## src/rtl/scan_chain_ctrl.sv

```systemverilog
// scan_chain_ctrl: tester-side driver for one scan chain.
// Takes a stimulus pattern through a valid/ready handshake and shifts it into
// the chain with SE high. It then issues one capture cycle, shifts the
// response out of SO, and compares the response against expected data under a
// mask. It reports pass/fail per pattern and keeps a saturating fail count.
//
// Ports:
//   CK, RN       clock (rising edge), asynchronous active-low reset
//   pat_valid    pattern offered
//   pat_ready    controller idle; pattern accepted on valid & ready
//   pat_data     stimulus, bit i lands in chain cell i (cell 0 nearest SO)
//   exp_data     expected captured response, bit i = cell i
//   exp_mask     1 = compare bit, 0 = don't care
//   SE, SI       registered scan enable / scan data into cell CHAIN_LEN-1
//   SO           scan out of the chain (cell 0)
//   res_valid    one-cycle pulse while in REPORT
//   res_fail     masked mismatch of the last reported pattern
//   res_data     last unloaded response, bit i = cell i
//   err_cnt      saturating count of failing patterns
//   clr_err      synchronous clear of err_cnt (wins over an increment)
//   busy         controller not idle
module scan_chain_ctrl #(
  parameter int unsigned CHAIN_LEN = 32,
  parameter int unsigned CNT_W     = 6,
  parameter int unsigned ERR_W     = 16
) (
  input  logic                 CK,
  input  logic                 RN,
  input  logic                 pat_valid,
  output logic                 pat_ready,
  input  logic [CHAIN_LEN-1:0] pat_data,
  input  logic [CHAIN_LEN-1:0] exp_data,
  input  logic [CHAIN_LEN-1:0] exp_mask,
  output logic                 SE,
  output logic                 SI,
  input  logic                 SO,
  output logic                 res_valid,
  output logic                 res_fail,
  output logic [CHAIN_LEN-1:0] res_data,
  output logic [ERR_W-1:0]     err_cnt,
  input  logic                 clr_err,
  output logic                 busy
);

  localparam logic [CNT_W-1:0] LAST_CNT = CNT_W'(CHAIN_LEN - 1);
  localparam logic [ERR_W-1:0] ERR_MAX  = '1;

  typedef enum logic [2:0] {
    IDLE    = 3'd0,
    LOAD    = 3'd1,
    CAPTURE = 3'd2,
    UNLOAD  = 3'd3,
    REPORT  = 3'd4
  } state_t;

  state_t               state;
  logic [CNT_W-1:0]     cnt;
  // Stimulus bits still to be presented; bit 0 of the pattern goes straight
  // to SI at accept, so only the upper CHAIN_LEN-1 bits are kept.
  logic [CHAIN_LEN-2:0] pat_sh;
  logic [CHAIN_LEN-1:0] exp_q;
  logic [CHAIN_LEN-1:0] mask_q;
  // Response samples collected so far; the final sample comes straight
  // from SO on the last UNLOAD edge.
  logic [CHAIN_LEN-2:0] resp_q;

  logic [CHAIN_LEN-1:0] resp_next_c;
  logic                 fail_next_c;

  // Response including the SO sample taken on the current edge, and its compare.
  always_comb begin
    resp_next_c = {SO, resp_q};
    fail_next_c = |((resp_next_c ^ exp_q) & mask_q);
  end

  // Controller FSM with registered outputs.
  always_ff @(posedge CK or negedge RN) begin
    if (!RN) begin
      state     <= IDLE;
      cnt       <= '0;
      pat_sh    <= '0;
      exp_q     <= '0;
      mask_q    <= '0;
      resp_q    <= '0;
      SE        <= 1'b0;
      SI        <= 1'b0;
      pat_ready <= 1'b1;
      busy      <= 1'b0;
      res_valid <= 1'b0;
      res_fail  <= 1'b0;
      res_data  <= '0;
      err_cnt   <= '0;
    end else begin
      res_valid <= 1'b0;
      case (state)
        IDLE: begin
          SE <= 1'b0;
          SI <= 1'b0;
          if (pat_valid) begin
            state     <= LOAD;
            cnt       <= '0;
            pat_sh    <= pat_data[CHAIN_LEN-1:1];
            exp_q     <= exp_data;
            mask_q    <= exp_mask;
            SE        <= 1'b1;
            SI        <= pat_data[0];
            pat_ready <= 1'b0;
            busy      <= 1'b1;
          end
        end
        LOAD: begin
          if (cnt == LAST_CNT) begin
            state <= CAPTURE;
            SE    <= 1'b0;
            SI    <= 1'b0;
          end else begin
            cnt    <= cnt + CNT_W'(1);
            SI     <= pat_sh[0];
            pat_sh <= pat_sh >> 1;
          end
        end
        CAPTURE: begin
          // The chain captured functional data on the edge ending this cycle.
          state <= UNLOAD;
          cnt   <= '0;
          SE    <= 1'b1;
          SI    <= 1'b0;
        end
        UNLOAD: begin
          resp_q <= resp_next_c[CHAIN_LEN-1:1];
          if (cnt == LAST_CNT) begin
            state     <= REPORT;
            SE        <= 1'b0;
            res_valid <= 1'b1;
            res_data  <= resp_next_c;
            res_fail  <= fail_next_c;
            if (fail_next_c && (err_cnt != ERR_MAX)) begin
              err_cnt <= err_cnt + ERR_W'(1);
            end
          end else begin
            cnt <= cnt + CNT_W'(1);
          end
        end
        REPORT: begin
          state     <= IDLE;
          pat_ready <= 1'b1;
          busy      <= 1'b0;
        end
        default: begin
          state     <= IDLE;
          SE        <= 1'b0;
          SI        <= 1'b0;
          pat_ready <= 1'b1;
          busy      <= 1'b0;
        end
      endcase
      // Clear has priority over a coincident failing increment.
      if (clr_err) begin
        err_cnt <= '0;
      end
    end
  end

endmodule

```

## config.mk

```make
export PLATFORM = sky130hd
export DESIGN_NAME = scan_chain_ctrl
export DESIGN_NICKNAME = d
export VERILOG_FILES = /design/src/rtl/scan_chain_ctrl.sv
export SDC_FILE = /design/constraint.sdc
export NUM_CORES = 1
export LEC_CHECK = 0
export BUFFER_PORTS_ARGS = -buffer_cell sky130_fd_sc_hd__buf_2
export CELL_PAD_IN_SITES_DETAIL_PLACEMENT = 1
export CELL_PAD_IN_SITES_GLOBAL_PLACEMENT = 1
export CORE_ASPECT_RATIO = 2
export CORE_MARGIN = 4
export CORE_UTILIZATION = 43
export CTS_CLUSTER_SIZE = 12
export DETAILED_ROUTE_END_ITERATION = 8
export GPL_ROUTABILITY_DRIVEN = 0
export PLACE_DENSITY = 0.87
export SYNTH_ARGS = -nofsm -noshare
export SYNTH_HDL_FRONTEND = slang
export SYNTH_SLANG_ARGS = --single-unit
```

## constraint.sdc

```tcl
create_clock -name CK -period 2.55 [get_ports CK]
set_input_delay 0.3825 -clock CK [delete_from_list [all_inputs] [get_ports CK]]
set_output_delay 0.3825 -clock CK [all_outputs]
set_load 0.05 [all_outputs]
```

==> summary.txt <==
Worst hold path
  • Hold_sp: exp_data[30]
  • Hold endpoint: exp_q[30]
  • Hold path cells: 2
  • Hold Path Class: primary input to flip-flop

Setup path
  • RR Endpoint: err_cnt[3]
  • Max stage delay cell, worst path: dfrtp_1
  • Crit Path Max Fanout: 5
  • Crit end category: flip-flop
  • Worst Reg-to-Reg Cells: 8
  • Register-to-register setup slack: 0.15 ns
  • Data arrival time of the worst path: 2.75 ns
  • Crit Reg-Reg Startpoint: cnt[1]
  • CP cell instances: ha_1 -> and3_1 -> nand3b_1 -> a311oi_4 -> buf_4 -> nand2_1 -> or3_1 -> a21oi_1
  • Crit Path Category: flip-flop to flip-flop
  • Worst setup SP type: flip-flop
  • Req. time, crit path: 2.90 ns
  • Max incr delay on CP: 0.38 ns

Final layout
  • # nets final: 962
  • Post-Layout Cell Count: 1128
  • Post-layout utilization of the core: 0.5309
  • Final instance area: about 0.01 mm²
  • Area grow syn2layout: 20.68%
  • Layout cells sized above 1: 0.3773

Clock network
  • H-tree depth: 4
  • Num CTS Buffers: 17
  • CTS sink count: 189
  • CTS tree: built
  • Post-CTS sizing: 0
  • Clock-pin slew on the worst setup and hold paths: 0.08 ns
  • Root Buffer: clkbuf_16
  • Worst-Skew Late Latency: 0.44 ns
  • Max clock buf depth: 2

Synthesis
  • Synth Flop Type: dfrtp_1
  • Area leader, netlist: dfrtp_1
  • Yosys reg bits: 189
  • Most common cell in the netlist: dfrtp_1
  • Top cells by count, synth: 188 x dfrtp_1, 111 x nand2_1, 96 x mux2_2
  • Post-synthesis cell area: 0.008324 mm²
  • Synth top area share: 0.5652
  • Net Count, Synth: approximately 800
  • Mapped Cells: between 700 and 800
  • Yosys cell types: 46
  • Post-synth EDFFs: 0
  • Async S/R FF share, synth: 1.000
  • Yosys warning total: 0
  • Top cells by area, synth: dfrtp_1 57%, mux2_2 13%, nand2_1 5.0%
  • Avg Inst Size Synth: approximately 12 µm²
  • Sequential area share after synthesis: 0.5683

Floorplanning
  • Total Die Area: 0.02178 mm²
  • I/O pin cnt: 155
  • Core Rows: 71
  • Initial core utilization: 0.4399
  • Die height: 204.8 µm
  • Die width: 106.4 µm
  • Area of the core: around 0.019 mm²

GRT
  • Initial antenna violation count: 2
  • Grt ovf: 0
  • Tot GR Track Use: 0.2183
  • Global-route wire length before repair: 36370 µm
  • Number of global-route vias before repair: between 6000 and 7000
  • Pin count of the biggest net entering global routing: 62

Drt
  • Initial DRC Count: approximately 220
  • Drt drc: 0
  • Routed wire per std cell: 20.14 µm
  • First drt pass iteration count: 5
  • Routed wire length: 22720 µm
  • Remaining antenna violation count: 0
  • Vias: 5932
  • Via density: 5.259

Pwr
  • Cell Pwr Density: 1000 mW/mm²
  • Max VDD drop: 0.5978 mV
  • Leak: roughly 5.2 nW

Placed design
  • Cells after DPL: 1093
  • Post-detail-place hpwl: 16450 µm
  • Number of port buffers: 154
  • Placed Instance Area: 0.009449 mm²

STA
  • F_max: approximately 420 MHz
  • Final Setup Violations: 0
  • Setup_tns: 0 ns
  • Fin crit share: 0.9418
  • Post-route minimum period: 2.401 ns
  • Worst rel slew slack: 0.6314
  • Final Skew: 0.01801 ns
  • Slew at the pin with the worst max-slew slack: 0.5529 ns
  • Max-slew violation count: 0
  • Hold Violations, Final: 0
  • Unrepaired setup endpoints after global routing: no

Flow run
  • Max Cap Viol: 0

Status
  • Status: finished, final reports clean
## worst max-delay path, delay by kind of cell (launching register included)
kind                       cells  cell delay (ns)
AOI/OAI and AO/OA              2             0.57
and+or+nand+nor                4             0.92
adders and majority gates      1             0.24
DFF                            1             0.38
buffers and inverters          1             0.20
## worst max-delay path by stage
| stage | from | to |
|---|---|---|
| final | cnt[1] | err_cnt[3] |
| after global routing | cnt[0] | err_cnt[12] |
| after CTS | cnt[0] | err_cnt[7] |
| after detailed placement | cnt[0] | pat_sh[29] |
| after global placement | resp_q[1] | err_cnt[2] |
| after floorplan | err_cnt[0] | err_cnt[9] |
## flip-flops by register name (all words and copies together) (netlist names)
| signal | flops |
|---|---|
| err_cnt | 16 |
| res_data | 32 |
| cnt | 6 |
| exp_q | 32 |
| pat_sh | 31 |
| res_valid | 1 |
| pat_ready | 1 |
| state | 3 |
| SE | 1 |
| SI | 1 |
| res_fail | 1 |
| mask_q | 32 |
| busy | 1 |
| resp_q | 31 |
## kinds of logic after synthesis
| logic type | Yosys count | synth area share |
|---|---|---|
| AND/OR/NAND/NOR | 226 | 0.1320 |
| flip-flops | 189 | 0.5683 |
| multiplexers | 137 | 0.1843 |
| AO/OA/AOI/OAI | 76 | 0.05501 |
| buffers and inverters | 42 | 0.02270 |
| XOR/XNOR | 33 | 0.03472 |
| adder cells (fa/ha/maj) | 2 | 0.003006 |
## report_power, final
part / total (mW) / leakage [nW] / switching (mW) / internal, mW
logic: 2.94 / 2.45 / 1.66 / 1.28
clock network: 2.62 / 0.275 / 1.31 / 1.30
registers: 4.49 / 2.44 / 0.630 / 3.86
## through the flow
step | power [mW] | worst slack, ns | hold WS [ns]
2_1_floorplan | 6.520 | 0.3237 | 0.08691
3_3_place_gp | 7.343 | 0.3369 | 0.4037
3_5_place_dp | 7.532 | 0.2622 | 0.3984
4_1_cts | 10.18 | 0.1438 | 0.1525
5_1_grt | 10.67 | 0.01500 | 0.1564
6_report | 10.05 | 0.1485 | 0.1637
## layout by cell type, fill, tap and decap left out, types with 6 or more instances in the layout
| cell type | n |
|---|---|
| and3_1 | 6 |
| a22oi_1 | 16 |
| clkbuf_16 | 17 |
| nand2_1 | 111 |
| a21oi_1 | 38 |
| buf_4 | 11 |
| dfrtp_1 | 188 |
| mux2i_1 | 31 |
| buf_2 | 153 |
| mux2_2 | 96 |
| nand4_1 | 10 |
| nand3_1 | 7 |
| nor2_1 | 49 |
| nor2b_1 | 10 |
| inv_1 | 6 |
| mux2_4 | 8 |
| xor2_1 | 32 |
| o21ai_0 | 15 |
## what timing repair did
item	in CTS	in global routing
hold buffers	1	0
buffers inserted	0	1
endpoints found under the hold margin	57	0
setup endpoints to repair	0	1
## metal layers
layer / vias up / share of wire / track usage
li1: 2729 / - / -
met1: 3030 / 0.36 / 0.2355
met2: 139 / 0.58 / 0.4170
met3: 34 / 0.030 / 0.02996
met4: 0 / 0.029 / 0.09310
met5: - / 0 / 0
## final cells by class
cell class | count | area, µm²
repair buffers | 171 | 972.2
well taps | 255 | 319.1
inverters | 6 | 22.52
clock inverters | 15 | 151.4
diodes | 1 | 2.502
multi-input cells | 474 | 3422
fillers | 2096 | 8876
flip-flops and latches | 189 | 4731
clock buffers | 17 | 425.4
Note: power is estimated with default switching activity, not from simulation.
